<file path="config.mk">
export PLATFORM = sky130hd
export DESIGN_NAME = reg_write_arbiter
export DESIGN_NICKNAME = d
export VERILOG_FILES = /design/src/rtl/reg_write_arbiter.sv
export SDC_FILE = /design/constraint.sdc
export NUM_CORES = 1
export LEC_CHECK = 0
export ABC_AREA = 1
export CAP_MARGIN = 40
export CORE_ASPECT_RATIO = 0.7
export CORE_MARGIN = 2
export CORE_UTILIZATION = 45
export CTS_CLUSTER_SIZE = 25
export DETAILED_ROUTE_END_ITERATION = 12
export HOLD_SLACK_MARGIN = 0.1
export PLACE_DENSITY = 0.76
export SYNTH_ARGS = -nofsm -noshare
export SYNTH_HDL_FRONTEND = slang
export SYNTH_SLANG_ARGS = --single-unit
export TNS_END_PERCENT = 100
</file>
<file path="constraint.sdc">
create_clock -name clk -period 4.4 [get_ports clk]
set_input_delay 0.66 -clock clk [delete_from_list [all_inputs] [get_ports clk]]
set_output_delay 0.66 -clock clk [all_outputs]
set_load 0.005 [all_outputs]
</file>
<file path="src/rtl/reg_write_arbiter.sv">
// Two-requester register-file writeback arbiter (ALU vs load).
// One pending slot per requester, one registered write per cycle.
module reg_write_arbiter #(
  parameter int PRIORITY_MODE = 0
) (
  input  logic        clk,
  input  logic        reset,
  input  logic        aluValid,
  output logic        aluReady,
  input  logic [4:0]  aluRd,
  input  logic [31:0] aluData,
  input  logic        memValid,
  output logic        memReady,
  input  logic [4:0]  memRd,
  input  logic [31:0] memData,
  output logic        regWrite,
  output logic [4:0]  writeReg,
  output logic [31:0] writeData,
  output logic [31:0] busyMask
);

  localparam bit FixedPri = (PRIORITY_MODE != 0);

  logic        aluV;
  logic [4:0]  aluRdQ;
  logic [31:0] aluDataQ;
  logic        memV;
  logic [4:0]  memRdQ;
  logic [31:0] memDataQ;
  logic        lastMem;
  logic        grantAlu;
  logic        grantMem;
  logic        aluAcc;
  logic        memAcc;

  // Same-rd ties go to memory so the younger ALU value lands last.
  always_comb begin
    grantAlu = 1'b0;
    grantMem = 1'b0;
    unique case (1'b1)
      (aluV && memV): begin
        if ((aluRdQ == memRdQ) || FixedPri || !lastMem)
          grantMem = 1'b1;
        else
          grantAlu = 1'b1;
      end
      (aluV && !memV): grantAlu = 1'b1;
      (!aluV && memV): grantMem = 1'b1;
      default: ;
    endcase
  end

  assign aluReady = reset && (!aluV || grantAlu);
  assign memReady = reset && (!memV || grantMem);
  assign aluAcc   = aluValid && aluReady;
  assign memAcc   = memValid && memReady;

  always_comb begin
    busyMask = 32'd0;
    if (reset && aluV)
      busyMask[aluRdQ] = 1'b1;
    if (reset && memV)
      busyMask[memRdQ] = 1'b1;
    busyMask[0] = 1'b0;
  end

  always_ff @(posedge clk) begin
    if (!reset) begin
      aluV      <= 1'b0;
      aluRdQ    <= 5'd0;
      aluDataQ  <= 32'd0;
      memV      <= 1'b0;
      memRdQ    <= 5'd0;
      memDataQ  <= 32'd0;
      lastMem   <= 1'b1;
      regWrite  <= 1'b0;
      writeReg  <= 5'd0;
      writeData <= 32'd0;
    end else begin
      if (aluAcc && (aluRd != 5'd0)) begin
        aluV     <= 1'b1;
        aluRdQ   <= aluRd;
        aluDataQ <= aluData;
      end else if (grantAlu) begin
        aluV <= 1'b0;
      end
      if (memAcc && (memRd != 5'd0)) begin
        memV     <= 1'b1;
        memRdQ   <= memRd;
        memDataQ <= memData;
      end else if (grantMem) begin
        memV <= 1'b0;
      end
      regWrite <= grantAlu || grantMem;
      if (grantMem) begin
        writeReg  <= memRdQ;
        writeData <= memDataQ;
        lastMem   <= 1'b1;
      end else if (grantAlu) begin
        writeReg  <= aluRdQ;
        writeData <= aluDataQ;
        lastMem   <= 1'b0;
      end
    end
  end

endmodule

</file>
# Word-level counts from Yosys, hierarchy flattened
# Index checks and enable logic that the tools add are counted.
[totals]
reg_bits = 115
latchBits = 0
ram_bits = 0
romBits = 0
in_bits = 78
output_inout_bits = 72
word_cells = 61
mem_count = 0
[classes]
n_addsub = 0
multipliers = 0
div_mod_pow = 0
magnitude_cmp = 4
eq_ne = 1
shifts = 0
mux = 18
bitwise_logic = 2
n_reduce_logical = 26
[op_table]
columns = ["operator", "n"]
rows = [
  ["$mux W32", 4],
  ["$or A32 B32 Y32", 1],
  ["$logic_and A1 B1 Y1", 13],
  ["$lt A5 B6 Y1 const B", 2],
  ["$demux W1 S5", 2],
  ["$ge A5 B1 Y1 const B", 2],
  ["$mux W5", 2],
  ["$reduce_bool A5 Y1", 2],
  ["$mux W1", 8],
  ["$reduce_bool A2 Y1", 3],
  ["$eq A5 B5 Y1", 1],
  ["$logic_or A1 B1 Y1", 4],
  ["$pmux W1 S2", 2],
  ["$logic_not A1 Y1", 3],
  ["$reduce_or A2 Y1", 1],
  ["$not A1 Y1", 1],
]

# Logic depth before layout (Yosys ltp)
# Gate-level depths: netlist of run 1.
[logic_depth]
ltp_word = 9
depth_mapped = 14
depth_no_buf = 12

# Worst setup path before layout of run 1
# No wires, ideal clock.
[synth_path]
path_type = "in2out"
startpoint = "input port reset"
endpoint = "output port busyMask[29]"
arrival_time_ns = 1.614
t_required_ns = 3.740
slack_ns = 2.126
cell_stages = 5
path_buffers = 1
path_cell_list = "buf_2 nand2_1 nor3_1 nand2_1 o21ai_0"
[synth_between]
elab_chain_cells = 4
elab_cells_between_ends = 5
cone_classes = "2 x mux; 1 x bitwise; 2 x reduce/logical"
[synth_lines]
columns = ["element", "line_no", "rtl"]
rows = [
  ["start: declaration", "7", "input logic reset,"],
  ["$logic_and A1 B1 Y1", "60", "if (reset && aluV)"],
  ["$mux W32", "60", ""],
  ["$or A32 B32 Y32 (no line)", "--", ""],
  ["$mux W32 (*)", "62", "if (reset && memV)"],
  ["end: declaration", "19", "output logic [31:0] busyMask"],
]
# Mark *: on every way between the ends. The rest lies on a longest branch, timed or not.

# Worst setup path after layout of run 1
[layout_path]
startpoint = "register aluV"
endpoint = "output port busyMask[31]"
[layout_between]
elab_chain_cells = 4
[layout_lines]
columns = ["element", "line_no", "rtl"]
rows = [
  ["start: declaration", "24", "logic aluV;"],
  ["start signal: assignment", "69", "aluV <= 1'b0;"],
  ["start signal: assignment", "81", "aluV <= 1'b1;"],
  ["start signal: assignment", "85", "aluV <= 1'b0;"],
  ["$logic_and A1 B1 Y1 (*)", "60", ""],
  ["$mux W32 (*)", "60", ""],
  ["$or A32 B32 Y32 (no line)", "--", ""],
  ["$mux W32 (*)", "62", ""],
]
# Marks and branches as above.

==> results.sh, run 1 <==
export IMPL_slew_violations=0
export IMPL_power_mw=3.02
export IMPL_start_util_pct=46.9
export IMPL_root_buffer="clkbuf_16"
export IMPL_grt_first_pass_wirelength_mm=25.8
export IMPL_diodes=0
export IMPL_cts_sinks=115
export IMPL_ys_seq_elements=115
export IMPL_area_delta_synth_final_pct=40.9
export IMPL_fp_coreArea_um2=11200
export IMPL_routed_wl_mm=15.8
export IMPL_finalCritPeriodShare_pct=76.1
export IMPL_synth_area_leader_cell="dfxtp_1"
export IMPL_vias_per_cell=5.23
export IMPL_reg2reg_slack_ns=1.64
export IMPL_hold_depth=2
export IMPL_r2r_end="memDataQ[22]$_SDFFE_PN0P_"
export IMPL_syn_avg_cell_area_um2=6.78
export IMPL_fin_tns_setup_ns=0
export IMPL_fin_ws_ns=1.05
export IMPL_syn_nets=851
export IMPL_cts_made_buffers=17
export IMPL_num_io_pins=150
export IMPL_r2r_start="memRdQ[1]$_SDFFE_PN0P_"
export IMPL_drt_first_pass_iters=5
export IMPL_cts_resized_gates=0
export IMPL_grt_max_degree=64
export IMPL_min_from="memDataQ[29]$_SDFFE_PN0P_"
export IMPL_syn_area_um2=5240
export IMPL_drc=0
export IMPL_layout_common_cells="259 x nand2_1, 147 x clkdlybuf4s50_1, 115 x dfxtp_1"
export IMPL_cts_hold_buf=0
export IMPL_ff2ff_path_depth=12
export IMPL_slew_headroom_pct=33.8
export IMPL_postCtsSetupBuffers=0
export IMPL_ys_warn_count=0
export IMPL_wire_per_inst_um=14.8
export IMPL_status="finished clean"
export IMPL_gr_total_overflow=0
export IMPL_tightest_slew_ns=0.986
export IMPL_leakagePower_nw=3.34
export IMPL_synth_top_flop_cell="dfxtp_1"
export IMPL_whs_endpoint="memDataQ[29]$_SDFFE_PN0P_"
export IMPL_fin_nets=978
export IMPL_drive_above_1_share_pct=5.04
export IMPL_antenna_found_initial=0
export IMPL_portBuffers=148
export IMPL_synthArstFlopShare_pct=0
export IMPL_hold_violations=0
export IMPL_rsz0062_at_grt="false"
export IMPL_die_y_um=94.3
export IMPL_min_path_type="register to register"
export IMPL_seq_area_frac_synth_pct=43.9
export IMPL_min_period_ns=3.35
export IMPL_mostFrequentLayoutCell="nand2_1"
export IMPL_crit_fanout=8
export IMPL_fin_skew_ns=0.0108
export IMPL_worst_setup_path_type="register to primary output"
export IMPL_synthTopCellsByArea="dfxtp_1 44%, nand2_1 19%, nand3_1 10%"
export IMPL_max_freq_mhz=299
export IMPL_place_congestion=0.922
export IMPL_die_x_um=133
export IMPL_synth_top_area_share_pct=43.9
export IMPL_post_route_util_pct=66.1
export IMPL_grt_pass1_vias=5283
export IMPL_synth_edff_count=0
export IMPL_dpl_hpwl_mm=10.6
export IMPL_cp_arrival_ns=2.69
export IMPL_grtUsageTotal_pct=25.9
export IMPL_die_area_um2=12500
export IMPL_drtIter0Drc=441
export IMPL_path_clk_slew_ns=0.06
export IMPL_ir_worst_vdd_mv=0.266
export IMPL_drtAntennaViolNets=0
export IMPL_cts_max_level=4
export IMPL_crit_path_end_kind="primary output"
export IMPL_cts_tree="built"
export IMPL_cap_violations=0
export IMPL_ys_types=22
export IMPL_cp_start_kind="register"
export IMPL_power_density_nw_per_um2=409
export IMPL_crit_required_ns=3.74
export IMPL_syn_inst=773
export IMPL_pre_cts_ws_ns=1.13
export IMPL_cts_buffer_depth=2
export IMPL_worstSkewPairLatency_ns=0.41
export IMPL_vias=5578
export IMPL_rows=32
export IMPL_setup_violations_final=0
-- synth_stat cells, drive strengths merged, types with 13 or more instances --
master  instances
clkbuf         23
nand3         105
inv            53
nor3           13
o21ai          45
nand3b         21
o211ai         13
nor2           78
nand2         262
buf            24
dfxtp         115
a21oi          17
-- worst max path at each step --
stage,startpoint,end,slack [ns],cells past startpoint
5_1_grt,aluV$_SDFFE_PN0P_,busyMask[28],0.93,5
6_report,aluV$_SDFFE_PN0P_,busyMask[31],1.05,5
3_5_place_dp,reset,busyMask[31],1.13,7
2_1_floorplan,reset,busyMask[29],2.13,5
3_3_place_gp,reset,busyMask[31],1.32,7
4_1_cts,aluV$_SDFFE_PN0P_,busyMask[31],1.12,5
-- power by group --
part           internal (mW)  switching [mW]  total, mW
clock                  0.963           0.489       1.45
sequential              1.12          0.0462       1.17
combinational          0.192           0.211      0.403
total                   2.28           0.747       3.02
-- critical path: stages, from the launching register on --
cell and delay [ns]:
dfxtp_1 0.48, nand2_1 0.20, nor3_1 0.79, nand2_1 0.13, o21ai_0 0.15, clkdlybuf4s50_1 0.54
-- through the flow --
step	std cells	instance area [µm²]	hold slack (ns)
2_1_floorplan	773	5240	0.437
3_3_place_gp	1031	6710	0.447
3_5_place_dp	1034	6760	0.453
4_1_cts	1066	7380	0.461
5_1_grt	1066	7380	0.486
6_report	1066	7380	0.458
-- kinds of logic after synthesis --
group / count (synthesis) / synth area share [%]
xor gates and xnor gates: 1 / 0.167
and+or+nand+nor: 481 / 39.6
other: 1 / 0.0716
DFF: 115 / 43.9
AOI/OAI and AO/OA: 75 / 7.79
buffers and inverters: 100 / 8.45
-- layer usage --
layer  vias up  global-route usage, %  share of wire, %
li1       2731                      -                 -
met1      2568                   34.5                45
met2       263                   41.9                45
met3        16                   6.31               8.9
met4         0                   7.44               1.2
met5         -                      0                 0
-- area by class of cell --
type                    instances  area (µm²)
repair buffers                155        1560
flip-flops and latches        115        2300
fillers                       931        3790
well taps                     153         191
inverters                      53         199
clock buffers                  20         447
multi-input cells             558        2500
clock inverters                12         180
-- sequential cells by signal, indices dropped and copies added, names as in the netlist --
signal     cells
aluDataQ      32
aluRdQ         5
aluV           1
lastMem        1
memDataQ      32
memRdQ         5
memV           1
regWrite       1
writeData     32
writeReg       5
Power figures use the tool's default switching activity.
==> run 2: changes to the inputs <==
==> constraint.sdc (replaced) <==
create_clock -name clk -period 3.4 [get_ports clk]
set_input_delay 0.51 -clock clk [delete_from_list [all_inputs] [get_ports clk]]
set_output_delay 0.51 -clock clk [all_outputs]
set_load 0.005 [all_outputs]
==> run 2 against run 1 <==
Against the previous run: total power grew 25%; via count increased by 0.22%; clock power rose by 19%; sequential power up 29%; sequential share of layout area shrank 0.053 points; setup slack worse by 0.62 ns; final cell count rose by 0.47%; clock skew down 0.0061 ns; critical path depth unchanged; global-route usage is 0.084 points lower; sequential cell count stayed put; die area unchanged; critical endpoint is now busyMask[24]; largest cell class unchanged; largest power group unchanged.
==> results.sh, run 2 (same netlist as run 1, synthesis figures left out) <==
export IMPL_status="finished clean"
export IMPL_worst_setup_path_type="register to primary output"
export IMPL_grt_pass1_vias=5129
export IMPL_cts_max_level=4
export IMPL_num_fill_cells=936
export IMPL_die_x_um=133
export IMPL_min_period_ns=2.97
export IMPL_grt_max_degree=60
export IMPL_crit_top_cell="nand2_1"
export IMPL_endpoint="busyMask[24]"
export IMPL_worst_path_max_delay_cell="nor3_1"
export IMPL_drt_first_pass_iters=5
export IMPL_cp_start_kind="register"
export IMPL_dpl_hpwl_mm=11.0
export IMPL_layout_common_cells="259 x nand2_1, 147 x clkdlybuf4s50_1, 115 x dfxtp_1"
export IMPL_worstSkewPairLatency_ns=0.41
export IMPL_cts_resized_gates=0
export IMPL_path_clk_slew_ns=0.05
export IMPL_crit_path_end_kind="primary output"
export IMPL_cp_num_cells=5
export IMPL_postCtsSetupBuffers=0
export IMPL_rows=32
export IMPL_mostFrequentLayoutCell="nand2_1"
export IMPL_portBuffers=148
export IMPL_fin_hold_ws_ns=0.458
export IMPL_drtIter0Drc=408
export IMPL_place_congestion=0.934
export IMPL_gr_total_overflow=0
export IMPL_startpoint="aluV$_SDFFE_PN0P_"
export IMPL_cts_buffer_depth=2
export IMPL_crit_required_ns=2.89
export IMPL_finalCritPeriodShare_pct=87.5
export IMPL_area_delta_synth_final_pct=41.2
export IMPL_grtUsageTotal_pct=25.8
export IMPL_r2r_end="writeData[13]$_SDFFE_PN0P_"
export IMPL_power_density_nw_per_um2=510
export IMPL_fin_nets=983
export IMPL_slowest_delay_ns=0.65
export IMPL_reg2reg_slack_ns=0.87
export IMPL_cp_num_buf_inv=1
export IMPL_critical_path_top_delay_family="simple AND/OR/NAND/NOR gates"
export IMPL_root_buffer="clkbuf_16"
export IMPL_num_io_pins=150
export IMPL_fin_tns_setup_ns=0
export IMPL_rsz0062_at_grt="false"
export IMPL_top_regs="aluDataQ x32, memDataQ x32, writeData x32"
export IMPL_diodes=0
export IMPL_drtAntennaViolNets=0
export IMPL_crit_fanout=7
export IMPL_fin_area_um2=7400
export IMPL_antenna_found_initial=0
export IMPL_vias_per_cell=5.22
export IMPL_min_path_type="register to register"
export IMPL_slew_violations=0
export IMPL_die_y_um=94.3
export IMPL_slew_headroom_pct=46.4
export IMPL_placed_area_um2=6810
export IMPL_cts_tree="built"
export IMPL_max_freq_mhz=336
export IMPL_fp_coreArea_um2=11200
export IMPL_cp_arrival_ns=2.46
export IMPL_hold_violations=0
export IMPL_leakagePower_nw=3.37
export IMPL_routed_wl_mm=16.0
export IMPL_die_area_um2=12500
export IMPL_vias=5590
export IMPL_start_util_pct=46.9
export IMPL_cts_made_buffers=17
export IMPL_ir_worst_vdd_mv=0.400
export IMPL_fin_skew_ns=0.00471
export IMPL_cts_hold_buf=0
export IMPL_grt_first_pass_wirelength_mm=25.5
export IMPL_drive_above_1_share_pct=5.66
export IMPL_ff2ff_path_depth=13
export IMPL_cts_sinks=115
export IMPL_wire_per_inst_um=14.9
export IMPL_crit_chain="nand2_1 > nor3_1 > nand2_1 > o21ai_0 > clkdlybuf4s50_1"
export IMPL_tightest_slew_ns=0.797
export IMPL_cap_violations=0
export IMPL_r2r_start="memRdQ[2]$_SDFFE_PN0P_"
export IMPL_setup_violations_final=0
export IMPL_drc=0
[run 2: changes by cell type in the layout (fill, tap and decap cells not counted), sizes merged]
cell / delta
bufinv: -2
buf: +5
clkinv: +5
inv: -1
clkinvlp: -2
[run 2: worst reg2reg max path: stages (launching register included)]
cell	delay, ns
dfxtp_1	0.43
inv_1	0.17
nand2_1	0.09
nand2_1	0.05
nor2_1	0.11
nand3_1	0.11
nand2_2	0.10
inv_2	0.06
nand2_4	0.25
nand2_1	0.53
buf_12	0.36
nand2_1	0.07
nand3_1	0.06
nand2_1	0.08
[run 2: area by class of cell]
| class | count | area [µm²] | area share, % |
|---|---|---|---|
| multi-input combinational | 558 | 2500 | 33.9 |
| inverter | 53 | 199 | 2.69 |
| tap | 153 | 191 | 2.59 |
| timing repair buffer | 160 | 1610 | 21.8 |
| clock inverter | 12 | 133 | 1.79 |
| sequential | 115 | 2300 | 31.1 |
| clock buffer | 20 | 457 | 6.17 |
[run 2: where the power goes]
group,total [mW],leakage [nW],switching (mW),internal (mW)
Combinational,0.528,2.14,0.276,0.252
Clock,1.73,0.282,0.618,1.12
Sequential,1.51,0.947,0.0623,1.45
[run 2: per-layer routing]
| layer | track usage, % | wire [µm] | vias up |
|---|---|---|---|
| met5 | 0 | 0 | - |
| met1 | 35.3 | 7370 | 2576 |
| met2 | 39.4 | 6980 | 253 |
| met3 | 6.09 | 1330 | 26 |
| met4 | 10.2 | 313 | 0 |
| li1 | - | - | 2735 |
[run 2: stage by stage]
step	setup slack [ns]	cells	power [mW]	util (%)
floorplan	1.43	773	1.81	-
global placement	0.849	1037	2.04	60.6
detailed placement	0.782	1039	2.06	60.9
CTS	0.427	1071	3.79	66.2
global route	0.217	1071	3.92	66.2
finish	0.426	1071	3.77	66.2
[run 2: worst min-delay path by stage]
stage | to | slack [ns] | from | cells past startpoint
after global routing | writeData[31]$_SDFFE_PN0P_ | 0.48 | aluDataQ[31]$_SDFFE_PN0P_ | 2
after global placement | memDataQ[30]$_SDFFE_PN0P_ | 0.45 | memDataQ[30]$_SDFFE_PN0P_ | 2
after CTS | memDataQ[28]$_SDFFE_PN0P_ | 0.46 | memDataQ[28]$_SDFFE_PN0P_ | 2
after floorplan | memDataQ[11]$_SDFFE_PN0P_ | 0.44 | memDataQ[11]$_SDFFE_PN0P_ | 2
final | memDataQ[23]$_SDFFE_PN0P_ | 0.46 | memDataQ[23]$_SDFFE_PN0P_ | 2
after detailed placement | memDataQ[23]$_SDFFE_PN0P_ | 0.45 | memDataQ[23]$_SDFFE_PN0P_ | 2
